$ cat src/rtl/mem_stage_ctrl_pkg.sv
// Shared memory-stage definitions: widths, FSM encoding, request payload.
package mem_stage_ctrl_pkg;

    localparam int unsigned DATA_W = 16;
    localparam int unsigned CNT_W  = 5;

    localparam logic [1:0] ST_IDLE  = 2'd0;
    localparam logic [1:0] ST_ISSUE = 2'd1;
    localparam logic [1:0] ST_WAIT  = 2'd2;
    localparam logic [1:0] ST_DONE  = 2'd3;

    localparam logic [DATA_W-1:0] NOP_INSTR = 16'h0800;

    typedef struct packed {
        logic              write;
        logic [DATA_W-1:0] addr;
        logic [DATA_W-1:0] wdata;
    } mem_req_t;

endpackage

$ cat src/rtl/mem_stage_ctrl_if.sv
// EX/MEM request, MEM/WB result and data-memory handshake bundle.
interface mem_stage_ctrl_if;
    import mem_stage_ctrl_pkg::*;

    logic              req_valid;
    logic              req_write;
    logic [DATA_W-1:0] req_addr;
    logic [DATA_W-1:0] req_wdata;
    logic              req_dump;
    logic              req_halt;
    logic              pipe_stall;
    logic [DATA_W-1:0] rdata;
    logic              rdata_valid;
    logic [DATA_W-1:0] mem_addr;
    logic [DATA_W-1:0] mem_wdata;
    logic              mem_rd;
    logic              mem_wr;
    logic              mem_dump;
    logic [DATA_W-1:0] mem_rdata;
    logic              mem_stall;
    logic              mem_done;
    logic              mem_err;
    logic              err;
    logic              halted;

    modport master (
        input  req_valid, req_write, req_addr, req_wdata, req_dump, req_halt,
        input  mem_rdata, mem_stall, mem_done, mem_err,
        output pipe_stall, rdata, rdata_valid,
        output mem_addr, mem_wdata, mem_rd, mem_wr, mem_dump,
        output err, halted
    );

    modport slave (
        output req_valid, req_write, req_addr, req_wdata, req_dump, req_halt,
        output mem_rdata, mem_stall, mem_done, mem_err,
        input  pipe_stall, rdata, rdata_valid,
        input  mem_addr, mem_wdata, mem_rd, mem_wr, mem_dump,
        input  err, halted
    );

endinterface

$ cat src/rtl/mem_stage_ctrl_req_latch.sv
// Holds the accepted request stable for the whole memory access.
module mem_req_latch
    import mem_stage_ctrl_pkg::*;
(
    input  logic     clk,
    input  logic     rst_n,
    input  logic     load,
    input  mem_req_t d,
    output mem_req_t q
);

    // Capture a new request only when the controller accepts one.
    always_ff @(posedge clk or negedge rst_n) begin
        if (!rst_n) begin
            q <= '0;
        end else if (load) begin
            q <= d;
        end
    end

endmodule

$ cat src/rtl/mem_stage_ctrl.sv
// Memory-stage access controller: runs EX/MEM requests against a stallable memory.
module mem_stage_ctrl
    import mem_stage_ctrl_pkg::*;
#(
    parameter int unsigned TIMEOUT = 31
) (
    input  logic             clk,
    input  logic             rst_n,
    mem_stage_ctrl_if.master bus
);

    localparam logic [CNT_W-1:0] CNT_LAST = CNT_W'(TIMEOUT - 1);

    logic [1:0]        state_q, state_d;
    logic [CNT_W-1:0]  cnt_q, cnt_d;
    logic [DATA_W-1:0] rdata_q, rdata_d;
    logic              err_q, err_d;
    logic              halted_q, halted_d;
    logic              req_load;
    mem_req_t          req_d, req_q;
    logic              stall_c, rd_c, wr_c, dump_c, rvalid_c;

    assign req_d = '{write: bus.req_write, addr: bus.req_addr, wdata: bus.req_wdata};

    mem_req_latch u_req_latch (
        .clk   (clk),
        .rst_n (rst_n),
        .load  (req_load),
        .d     (req_d),
        .q     (req_q)
    );

    // State and status registers; reset abandons any in-flight access.
    always_ff @(posedge clk or negedge rst_n) begin
        if (!rst_n) begin
            state_q  <= ST_IDLE;
            cnt_q    <= '0;
            rdata_q  <= '0;
            err_q    <= 1'b0;
            halted_q <= 1'b0;
        end else begin
            state_q  <= state_d;
            cnt_q    <= cnt_d;
            rdata_q  <= rdata_d;
            err_q    <= err_d;
            halted_q <= halted_d;
        end
    end

    // Next-state, strobe and stall decode.
    always_comb begin
        state_d  = state_q;
        cnt_d    = cnt_q;
        rdata_d  = rdata_q;
        err_d    = err_q;
        halted_d = halted_q;
        req_load = 1'b0;
        stall_c  = 1'b0;
        rd_c     = 1'b0;
        wr_c     = 1'b0;
        dump_c   = 1'b0;
        rvalid_c = 1'b0;
        case (state_q)
            ST_IDLE: begin
                if (bus.req_valid && !halted_q) begin
                    stall_c  = 1'b1;
                    req_load = 1'b1;
                    state_d  = ST_ISSUE;
                end else begin
                    dump_c = bus.req_dump;
                    if (bus.req_halt) begin
                        halted_d = 1'b1;
                    end
                end
            end
            ST_ISSUE: begin
                stall_c = 1'b1;
                rd_c    = ~req_q.write;
                wr_c    = req_q.write;
                if (bus.mem_err) begin
                    err_d = 1'b1;
                end
                if (!bus.mem_stall) begin
                    if (bus.mem_done) begin
                        if (!req_q.write) begin
                            rdata_d = bus.mem_rdata;
                        end
                        state_d = ST_DONE;
                    end else begin
                        cnt_d   = '0;
                        state_d = ST_WAIT;
                    end
                end
            end
            ST_WAIT: begin
                stall_c = 1'b1;
                cnt_d   = cnt_q + CNT_W'(1);
                if (bus.mem_err) begin
                    err_d = 1'b1;
                end
                // Completion beats a timeout landing in the same cycle.
                if (bus.mem_done) begin
                    if (!req_q.write) begin
                        rdata_d = bus.mem_rdata;
                    end
                    state_d = ST_DONE;
                end else if (cnt_q == CNT_LAST) begin
                    err_d   = 1'b1;
                    state_d = ST_DONE;
                end
            end
            default: begin
                rvalid_c = ~req_q.write;
                state_d  = ST_IDLE;
            end
        endcase
    end

    // IDLE-cycle outputs follow inputs, so mask them while reset is held.
    assign bus.pipe_stall  = stall_c & rst_n;
    assign bus.mem_dump    = dump_c & rst_n;
    assign bus.mem_rd      = rd_c;
    assign bus.mem_wr      = wr_c;
    assign bus.mem_addr    = req_q.addr;
    assign bus.mem_wdata   = req_q.wdata;
    assign bus.rdata       = rdata_q;
    assign bus.rdata_valid = rvalid_c;
    assign bus.err         = err_q;
    assign bus.halted      = halted_q;

endmodule
$ cat src/flat_wrapper.sv
// flat-port wrapper written by rule: the top's interface ports become plain ports
module mem_stage_ctrl_flat import mem_stage_ctrl_pkg::*;
#(
    parameter int unsigned TIMEOUT = 31
)
  (clk, rst_n, bus_req_valid, bus_req_write, bus_req_addr, bus_req_wdata, bus_req_dump, bus_req_halt, bus_mem_rdata, bus_mem_stall, bus_mem_done, bus_mem_err, bus_pipe_stall, bus_rdata, bus_rdata_valid, bus_mem_addr, bus_mem_wdata, bus_mem_rd, bus_mem_wr, bus_mem_dump, bus_err, bus_halted);
  mem_stage_ctrl_if bus_i ();
  input  logic clk;
  input  logic rst_n;
  input wire logic [$bits(bus_i.req_valid)-1:0] bus_req_valid;
  input wire logic [$bits(bus_i.req_write)-1:0] bus_req_write;
  input wire logic [$bits(bus_i.req_addr)-1:0] bus_req_addr;
  input wire logic [$bits(bus_i.req_wdata)-1:0] bus_req_wdata;
  input wire logic [$bits(bus_i.req_dump)-1:0] bus_req_dump;
  input wire logic [$bits(bus_i.req_halt)-1:0] bus_req_halt;
  input wire logic [$bits(bus_i.mem_rdata)-1:0] bus_mem_rdata;
  input wire logic [$bits(bus_i.mem_stall)-1:0] bus_mem_stall;
  input wire logic [$bits(bus_i.mem_done)-1:0] bus_mem_done;
  input wire logic [$bits(bus_i.mem_err)-1:0] bus_mem_err;
  output wire logic [$bits(bus_i.pipe_stall)-1:0] bus_pipe_stall;
  output wire logic [$bits(bus_i.rdata)-1:0] bus_rdata;
  output wire logic [$bits(bus_i.rdata_valid)-1:0] bus_rdata_valid;
  output wire logic [$bits(bus_i.mem_addr)-1:0] bus_mem_addr;
  output wire logic [$bits(bus_i.mem_wdata)-1:0] bus_mem_wdata;
  output wire logic [$bits(bus_i.mem_rd)-1:0] bus_mem_rd;
  output wire logic [$bits(bus_i.mem_wr)-1:0] bus_mem_wr;
  output wire logic [$bits(bus_i.mem_dump)-1:0] bus_mem_dump;
  output wire logic [$bits(bus_i.err)-1:0] bus_err;
  output wire logic [$bits(bus_i.halted)-1:0] bus_halted;
  assign bus_i.req_valid = bus_req_valid;
  assign bus_i.req_write = bus_req_write;
  assign bus_i.req_addr = bus_req_addr;
  assign bus_i.req_wdata = bus_req_wdata;
  assign bus_i.req_dump = bus_req_dump;
  assign bus_i.req_halt = bus_req_halt;
  assign bus_i.mem_rdata = bus_mem_rdata;
  assign bus_i.mem_stall = bus_mem_stall;
  assign bus_i.mem_done = bus_mem_done;
  assign bus_i.mem_err = bus_mem_err;
  assign bus_pipe_stall = bus_i.pipe_stall;
  assign bus_rdata = bus_i.rdata;
  assign bus_rdata_valid = bus_i.rdata_valid;
  assign bus_mem_addr = bus_i.mem_addr;
  assign bus_mem_wdata = bus_i.mem_wdata;
  assign bus_mem_rd = bus_i.mem_rd;
  assign bus_mem_wr = bus_i.mem_wr;
  assign bus_mem_dump = bus_i.mem_dump;
  assign bus_err = bus_i.err;
  assign bus_halted = bus_i.halted;
  mem_stage_ctrl #(.TIMEOUT(TIMEOUT)) u_core (.clk(clk), .rst_n(rst_n), .bus(bus_i));
endmodule
$ cat config.mk
export PLATFORM = sky130hd
export DESIGN_NAME = mem_stage_ctrl_flat
export DESIGN_NICKNAME = d
export VERILOG_FILES = /design/src/rtl/mem_stage_ctrl_pkg.sv /design/src/rtl/mem_stage_ctrl_if.sv /design/src/rtl/mem_stage_ctrl_req_latch.sv /design/src/rtl/mem_stage_ctrl.sv /design/src/flat_wrapper.sv
export SDC_FILE = /design/constraint.sdc
export NUM_CORES = 1
export LEC_CHECK = 0
export BUFFER_PORTS_ARGS = -buffer_cell sky130_fd_sc_hd__buf_2
export CAP_MARGIN = 20
export CORE_ASPECT_RATIO = 1.5
export CORE_MARGIN = 4
export CORE_UTILIZATION = 45
export CTS_BUF_LIST = sky130_fd_sc_hd__clkbuf_8
export DETAILED_ROUTE_END_ITERATION = 10
export GPL_ROUTABILITY_DRIVEN = 0
export PLACE_DENSITY = 0.81
export SYNTH_ARGS = -nofsm -noshare
export SYNTH_HDL_FRONTEND = slang
export SYNTH_SLANG_ARGS = --single-unit
$ cat constraint.sdc
create_clock -name clk -period 2.7 [get_ports clk]
set_clock_uncertainty 0.1 [all_clocks]
set_input_delay 0.27 -clock clk [delete_from_list [all_inputs] [get_ports clk]]
set_output_delay 0.27 -clock clk [all_outputs]
set_load 0.005 [all_outputs]
==> key figures, run 1 <==
Placed design
  • HPWL after DPL: 4.145 mm
  • Port bufs: 111
  • DP Cell Count: 350

STA
  • Final setup vio count: 0
  • Hold Violations, Final: 0
  • RSZ-0062 raised after global routing: false
  • Fin Hold WS: 64.29 ps
  • Fmax: 410.9 MHz
  • TNS Setup: 0 ps
  • Slew @ Worst Pin: 512.0 ps
  • Final min period: 2434 ps
  • Slew margin rel.: 0.6587
  • Final period util: 0.9013
  • Max-slew violations: 0

Setup path
  • CP Launch Type: register
  • Critical path fanouts, max: 28
  • Critical Path End Type: output pin
  • Crit path DAT: 2060 ps
  • Critical path data required time: 2330 ps
  • R2R cell count: 6
  • R2R setup slack: 710 ps
  • Critical R2R Capture: u_core.bus.rdata[10]
  • Worst Path Class, Setup: register to output pin
  • Reg2Reg Launch Point: u_core.state_q[1]

Outcome
  • Status: finished clean

Die
  • Die X: 71.09 um
  • Starting Density: 0.4643
  • Num rows: 34
  • Die height: 102.6 um
  • Ports: 112
  • Core Region: 5786 um^2
  • Die ar.: 7295 um^2

Detailed routing
  • Final ANT Viol Nets: 0
  • Vias per cell: 4.907
  • TritonRoute pass-1 iters: 5
  • Wire per inst: 14.68 um
  • Initial DRC Count: just over 60
  • Final wirelength: 5.374 mm
  • Via count: ~1800
  • Remaining DRCs: 0

CTS
  • CTS Buffer Depth: 2
  • Root Driver: clkbuf_8
  • Post_cts resized: 0
  • Clock Sinks: 58
  • Worst-path clk slew: approximately 70 ps
  • Later-pin clock latency in the skew report: 330 ps
  • Total CTS buffers: 9
  • H-tree levels: 3
  • TritonCTS clock tree: built
  • Setup repair bufs after CTS: 0

Synth
  • Synth unique cells: 29
  • Top cell type's share of synthesized area: 0.5403
  • Fraction of registers with async set/reset: 1.000
  • Synthesized area per cell: around 13 um^2
  • Predominant post-synthesis flop cell: dfrtp_1
  • Post-synthesis sequential area ratio: 0.5403
  • Syn_nets: 265
  • Synth Register Bits: between 50 and 60
  • Cell taking the most area after synthesis: dfrtp_1
  • Yosys warnings: 0
  • Post-synth EDFFs: 0
  • Mapped Cells: 200
  • Synth area leaders: dfrtp_1 54%, mux2_2 21%, buf_4 8.9%, ha_1 3.7%, o21ai_0 1.5%
  • Cell Area, Synth: around 2700 um^2

Layout
  • Post-route insts no fill: 366
  • Commonest non-fill, non-tap cells in the layout: 111 x buf_2, 58 x dfrtp_1, 49 x mux2_2
  • Ant diodes: 0
  • Final nets: ~360
  • Most common cell after layout, fill and taps aside: buf_2
  • Final core utilization: 0.5768
  • Layout cell share with drive strength beyond 1: 0.6156
  • P&R area growth vs syn: 24.22%

Flow run
  • Maxcap violations: 0

GRT
  • Initial antenna violation count: 0
  • Largest net degree at the start of global routing: 42
  • First-pass GRT wire length: approximately 8.5 mm
  • GRT Residual Overflow: 0
  • Vias in the first global route: ~1800
  • Gr usage total: 0.1509

Power
  • Pwr Density: 1128 nW/um^2
  • Leakage dissipation: between 0.0015 and 0.002 uW
  • VDD IR max: 577.8 uV

Hold path
  • Worst hold path class: input port to register
  • WHS Path Cells: 2
  • Worst hold start: bus_req_wdata[0]
  • Hold path endpoint: u_core.u_req_latch.q[0]
==> layer usage <==
layer | part of all wire | track usage | vias up
li1 | - | - | 850
met1 | 0.38 | 0.1622 | 878
met2 | 0.54 | 0.2702 | 58
met3 | 0.062 | 0.04098 | 10
met4 | 0.016 | 0.07815 | 0
met5 | 0 | 0 | -
==> report_power, final <==
group          internal (uW)  switching [uW]
Combinational            761             585
Sequential              1290             233
Clock                    564             333
Total                   2610            1150
==> cell usage after synthesis (2+ instances only) <==
master and n:
nor2b_1 3, nand2b_1 5, ha_1 8, buf_4 32, nand3b_1 3, dfrtp_1 58, inv_1 5, a21oi_1 2
mux2_2 49, nand3_1 5, o21ai_0 8, nand2_1 2, buf_2 3, o311ai_0 2
==> metrics by stage <==
step                setup WS, ps  power [uW]  instance area (um^2)
floorplan                  793.0        2592                  2686
global route               115.9        4038                  3337
CTS                        241.4        3827                  3337
finish                     266.4        3764                  3337
global placement           665.9        2846                  3100
detailed placement         612.7        2914                  3100
==> critical path: stages, from the launching register on <==
cell and delay (ps):
dfrtp_1 420, inv_1 120, ha_1 250, nand3b_1 360, buf_12 310, a21oi_1 140
buf_2 120
==> logic make-up after synthesis <==
logic type      Yosys count  synth area share
simple gates             23           0.05217
mux                      51            0.2133
buf+inv                  41            0.1062
compound gates           19           0.05078
fa+ha+maj                 8           0.03726
flops                    58            0.5403
==> flip-flops by register name, indices dropped and copies added, names as in the netlist <==
| signal | count |
|---|---|
| u_core.bus.halted | 1 |
| u_core.cnt_q | 5 |
| u_core.bus.rdata | 16 |
| u_core.bus.err | 1 |
| u_core.u_req_latch.q | 33 |
| u_core.state_q | 2 |
==> worst max-delay path by stage <==
stage                            from                    to  slack (ps)  cells after the start
floorplan           u_core.state_q[0]  u_core.bus.rdata[10]         790                      6
global placement    u_core.state_q[0]        bus_pipe_stall         670                      6
detailed placement  u_core.state_q[0]        bus_pipe_stall         610                      6
CTS                 u_core.state_q[0]        bus_pipe_stall         240                      6
global route        u_core.state_q[0]        bus_pipe_stall         120                      6
finish              u_core.state_q[0]        bus_pipe_stall         270                      6
==> what timing repair did <==
item / 4_1_cts / 5_1_grt
endpoints found under the setup margin: 0 / 0
hold buffers: 1 / 0
hold endpoints to repair: 17 / 0
==> area by class of cell <==
class                      instances  area, um^2
multi-input combinational        101       949.7
sequential                        58        1451
timing repair buffer             115       600.6
inverter                           5       18.77
clock buffer                      11       151.4
clock inverter                     4       75.07
fill                             495        2449
tap                               72       90.09
(Power assumes the default switching activity.)
==> run 2, diff against run 1 <==
--- a/constraint.sdc
+++ b/constraint.sdc
@@ -4,2 +4,2 @@
 set_output_delay 0.27 -clock clk [all_outputs]
-set_load 0.005 [all_outputs]
+set_load 0.1 [all_outputs]
==> run 2 against run 1 <==
Effect of this change:
- register-to-register slack about the same
- routed wire length up 3.8%
- setup slack better by 140 ps
- clock-buffer cell count down 2
- hold slack worse by 3.3 ps
- final area down 1.5%
- critical endpoint is now bus_mem_dump
- largest cell class unchanged
==> key figures, run 2 (synthesis results as in run 1) <==
Outcome
  • Status: finished clean

STA
  • Slew @ Worst Pin: 526.7 ps
  • Final min period: 2292 ps
  • Final period util: 0.8487
  • Max-slew violations: 0
  • Hold Violations, Final: 0
  • Slew margin rel.: 0.6513
  • RSZ-0062 raised after global routing: false
  • Fmax: 436.4 MHz
  • TNS Setup: 0 ps
  • Final setup vio count: 0
  • Fin Hold WS: 60.97 ps

Flow run
  • Maxcap violations: 0

GRT
  • GRT Residual Overflow: 0
  • Gr usage total: 0.1574
  • First-pass GRT wire length: 8.845 mm
  • Largest net degree at the start of global routing: 39
  • Vias in the first global route: 1853
  • Initial antenna violation count: 0

Layout
  • Ant diodes: 0
  • Filler cells: between 500 and 600
  • Final nets: 355
  • Sequential Area: roughly 1500 um^2
  • P&R area growth vs syn: 22.36%
  • Commonest non-fill, non-tap cells in the layout: 110 x buf_2, 58 x dfrtp_1, 49 x mux2_2
  • Area of the multi-input gates: approximately 950 um^2
  • Most common cell after layout, fill and taps aside: buf_2
  • Most flops, register: u_core.u_req_latch.q
  • Post-route insts no fill: ~370
  • Max reg flops: 33
  • Layout cell share with drive strength beyond 1: 0.6203

CTS
  • Total CTS buffers: 9
  • CTS Buffer Depth: 2
  • Later-pin clock latency in the skew report: 330 ps
  • Clock Sinks: 58
  • Worst-path clk slew: 80 ps
  • TritonCTS clock tree: built
  • H-tree levels: 3
  • Root Driver: clkbuf_8

Setup path
  • Critical path fanouts, max: 23
  • Worst Path Class, Setup: input port to output pin
  • Crit path DAT: 1920 ps
  • Setup crit end: bus_mem_dump
  • Critical Path Start: rst_n
  • CP Launch Type: input port
  • Reg2Reg Launch Point: u_core.state_q[1]
  • R2R setup slack: 710 ps
  • Critical path data required time: 2330 ps
  • Critical R2R Capture: u_core.bus.rdata[10]
  • Critical Path End Type: output pin
  • R2R cell count: 6

Placed design
  • DP Cell Count: 350
  • Port bufs: ~110
  • HPWL after DPL: 4.287 mm

Die
  • Die ar.: 7295 um^2
  • Core Region: 5786 um^2
  • Ports: 112
  • Die X: roughly 70 um
  • Starting Density: 0.4643
  • Die height: between 100 and 150 um
  • Num rows: 34

Detailed routing
  • Initial DRC Count: 59
  • Wire per inst: between 15 and 20 um
  • Final ANT Viol Nets: 0
  • TritonRoute pass-1 iters: 5
  • Vias per cell: 5.000
  • Final wirelength: between 5 and 6 mm
  • Via count: about 1800
  • Remaining DRCs: 0

Hold path
  • Worst hold start: bus_req_wdata[1]
  • Worst hold path class: input port to register
run 2: per-layer routing:
layer | up-vias | part of all wire | track usage
li1 | 842 | - | -
met1 | 919 | 0.35 | 0.1687
met2 | 64 | 0.58 | 0.2902
met3 | 10 | 0.056 | 0.03610
met4 | 0 | 0.020 | 0.07525
met5 | - | 0 | 0
run 2: area by class of cell:
| type | count | share of cell area |
|---|---|---|
| Sequential cell | 58 | 0.4416 |
| Multi-Input combinational cell | 101 | 0.2901 |
| Timing Repair Buffer | 115 | 0.1835 |
| Clock buffer | 9 | 0.03769 |
| Tap cell | 72 | 0.02741 |
| Clock inverter | 7 | 0.01408 |
| Inverter | 5 | 0.005710 |
run 2: repair_timing:
action / in CTS / in global routing
endpoints found under the hold margin: 20 / 0
buffers inserted: 0 / 0
hold buffers: 1 / 0
endpoints found under the setup margin: 0 / 0
resized for setup: 0 / 0
run 2: critical path, stage by stage:
cell	delay, ps
dlygate4sd3_1	530
buf_2	430
and4_1	260
buf_2	420
run 2: stage by stage:
stage / setup WS, ps / cell area (um^2) / util
3_5_place_dp: 696.5 / 3107 / 0.5370
3_3_place_gp: 751.5 / 3107 / 0.5370
2_1_floorplan: 64.71 / 2690 / -
4_1_cts: 346.2 / 3287 / 0.5681
6_report: 408.4 / 3287 / 0.5681
5_1_grt: 284.2 / 3287 / 0.5681
run 2: how the worst min path moves through the flow:
stage	slack, ps	cells past startpoint	to
5_1_grt	50	2	u_core.u_req_latch.q[3]
3_5_place_dp	170	1	u_core.bus.halted
6_report	60	2	u_core.u_req_latch.q[1]
2_1_floorplan	-130	0	u_core.bus.err
4_1_cts	50	2	u_core.u_req_latch.q[1]
3_3_place_gp	160	1	u_core.bus.halted
Power of run 2 is not shown: default switching activity piles up to over one toggle a cycle in this logic, so the estimate is an artifact.
==> run 3, diff against run 2 <==
Settings changed: PLACE_DENSITY 0.81 to 0.84.
Clock period 2.7 ns to 1.9 ns, I/O delays scaled along.
==> run 3 against run 2 <==
Effect of this change:
- die area did not move
- critical path depth grew 2
- core utilization rose by 12 points
- clock-buffer cell count is 3 higher
- sequential share of layout area is 7.7 points lower
- via count grew 13%
- final area grew 21%
- first-iteration DRC count is 64% higher
- register-to-register slack worse by 680 ps
- global-route usage grew 3.4 points
- cell count increased by 16%
- non-clock buffer count rose by 59
- largest cell class unchanged
==> key figures, run 3 (synthesis results as in run 1) <==
Outcome
  • Status: finished clean

Layout
  • Most flops, register: u_core.u_req_latch.q
  • Filler cells: 450
  • Final core utilization: 0.6897
  • P&R area growth vs syn: 48.53%
  • Max reg flops: 33
  • Most common cell after layout, fill and taps aside: buf_2
  • Final nets: approximately 410
  • Commonest non-fill, non-tap cells in the layout: 106 x buf_2, 56 x dfrtp_1, 49 x mux2_2
  • Layout cell share with drive strength beyond 1: 0.5847

Detailed routing
  • Vias per cell: 4.874
  • Via count: ~2100
  • Final wirelength: 6.769 mm
  • Wire per inst: 15.85 um
  • TritonRoute pass-1 iters: 5
  • Remaining DRCs: 0
  • Initial DRC Count: 97
  • Final ANT Viol Nets: 0

Setup path
  • Critical path data required time: 2010 ps
  • Worst Path Class, Setup: register to register
  • Critical path fanouts, max: 4
  • Reg2Reg Launch Point: u_core.state_q[0]
  • Critical R2R Capture: u_core.state_q[0]
  • R2R setup slack: 30 ps
  • Critical Path End Type: register
  • R2R cell count: 6
  • CP Launch Type: register
  • Crit path DAT: ~2000 ps

CTS
  • CTS Buffer Depth: 2
  • Total CTS buffers: 9
  • Root Driver: clkbuf_8
  • H-tree levels: 3
  • Clock Sinks: between 50 and 60
  • Later-pin clock latency in the skew report: 320 ps
  • Worst-path clk slew: 60 ps
  • TritonCTS clock tree: built

STA
  • Slew margin rel.: 0.6376
  • Final period util: 0.9863
  • Fmax: between 500 and 600 MHz
  • RSZ-0062 raised after global routing: true
  • TNS Setup: 0 ps
  • Slew @ Worst Pin: 543.6 ps
  • Max-slew violations: 0
  • Setup ws final: 25.98 ps
  • Final setup vio count: 0
  • Final min period: about 1900 ps
  • Hold Violations, Final: 0

Die
  • Core Region: 5786 um^2
  • Die ar.: 7295 um^2
  • Die height: between 100 and 150 um
  • Starting Density: 0.4643
  • Ports: 112
  • Num rows: 34
  • Die X: 71.09 um

GRT
  • GRT Residual Overflow: 0
  • Initial antenna violation count: 0
  • Largest net degree at the start of global routing: 46
  • Gr usage total: 0.1909
  • First-pass GRT wire length: approximately 11 mm
  • Vias in the first global route: 2129

Placed design
  • HPWL after DPL: 4.398 mm
  • Port bufs: roughly 110
  • Pre-CTS setup slack: approximately 19 ps

Hold path
  • Hold path endpoint: u_core.u_req_latch.q[13]
  • Worst hold path class: input port to register
  • Worst hold start: bus_req_wdata[13]
  • WHS Path Cells: 2

Flow run
  • Maxcap violations: 0
## run 3: worst max-delay path by stage
| stage | startpoint | to | slack [ps] | cells past startpoint |
|---|---|---|---|---|
| detailed placement | u_core.state_q[0] | u_core.bus.rdata[2] | 20 | 6 |
| floorplan | u_core.bus.halted | bus_pipe_stall | -150 | 3 |
| CTS | u_core.state_q[0] | bus_pipe_stall | 4 | 6 |
| finish | u_core.state_q[0] | u_core.state_q[0] | 30 | 6 |
| global placement | u_core.state_q[0] | u_core.bus.rdata[8] | 100 | 6 |
| global route | u_core.state_q[1] | bus_pipe_stall | -60 | 6 |
## run 3: per-layer routing
layer  part of all wire  global-route usage  vias up
li1                   -                   -      969
met1               0.36              0.2044     1023
met2               0.56              0.3474       73
met3              0.044             0.04585       16
met4              0.029             0.09841        0
met5                  0                   0        -
## run 3: worst max-delay path, cell delays in order (launching register included)
cell,delay [ps]
dfrtp_2,400
inv_2,60
buf_4,140
ha_4,150
nor2b_2,150
a222oi_1,390
mux2_1,350
## run 3: layout make-up
cell class                 count  area [um^2]  share of cell area
sequential                    58         1454              0.3644
timing repair buffer         174         1225              0.3070
multi-input combinational    101         1012              0.2537
clock buffer                  12        165.2             0.04139
tap                           72        90.09             0.02258
inverter                       5        22.52            0.005644
clock inverter                 4        18.77            0.004704
antenna                        1        2.502           0.0006272
## run 3: what timing repair did
item / CTS / global route
pin swaps: 3 / 2
buffers inserted: 9 / 1
resized for setup: 4 / 5
hold buffers: 43 / 4
setup endpoints to repair: 3 / 4
endpoints found under the hold margin: 100 / 4
## run 3: through the flow
step / instances / instance area (um^2) / hold slack (ps)
3_5_place_dp: 353 / 3222 / 109.3
6_report: 427 / 3990 / 19.97
4_1_cts: 421 / 3915 / 1.655
2_1_floorplan: 200 / 2725 / -205.6
3_3_place_gp: 353 / 3222 / 112.4
5_1_grt: 426 / 3988 / 4.196
Power of run 3 is left out for the same reason.
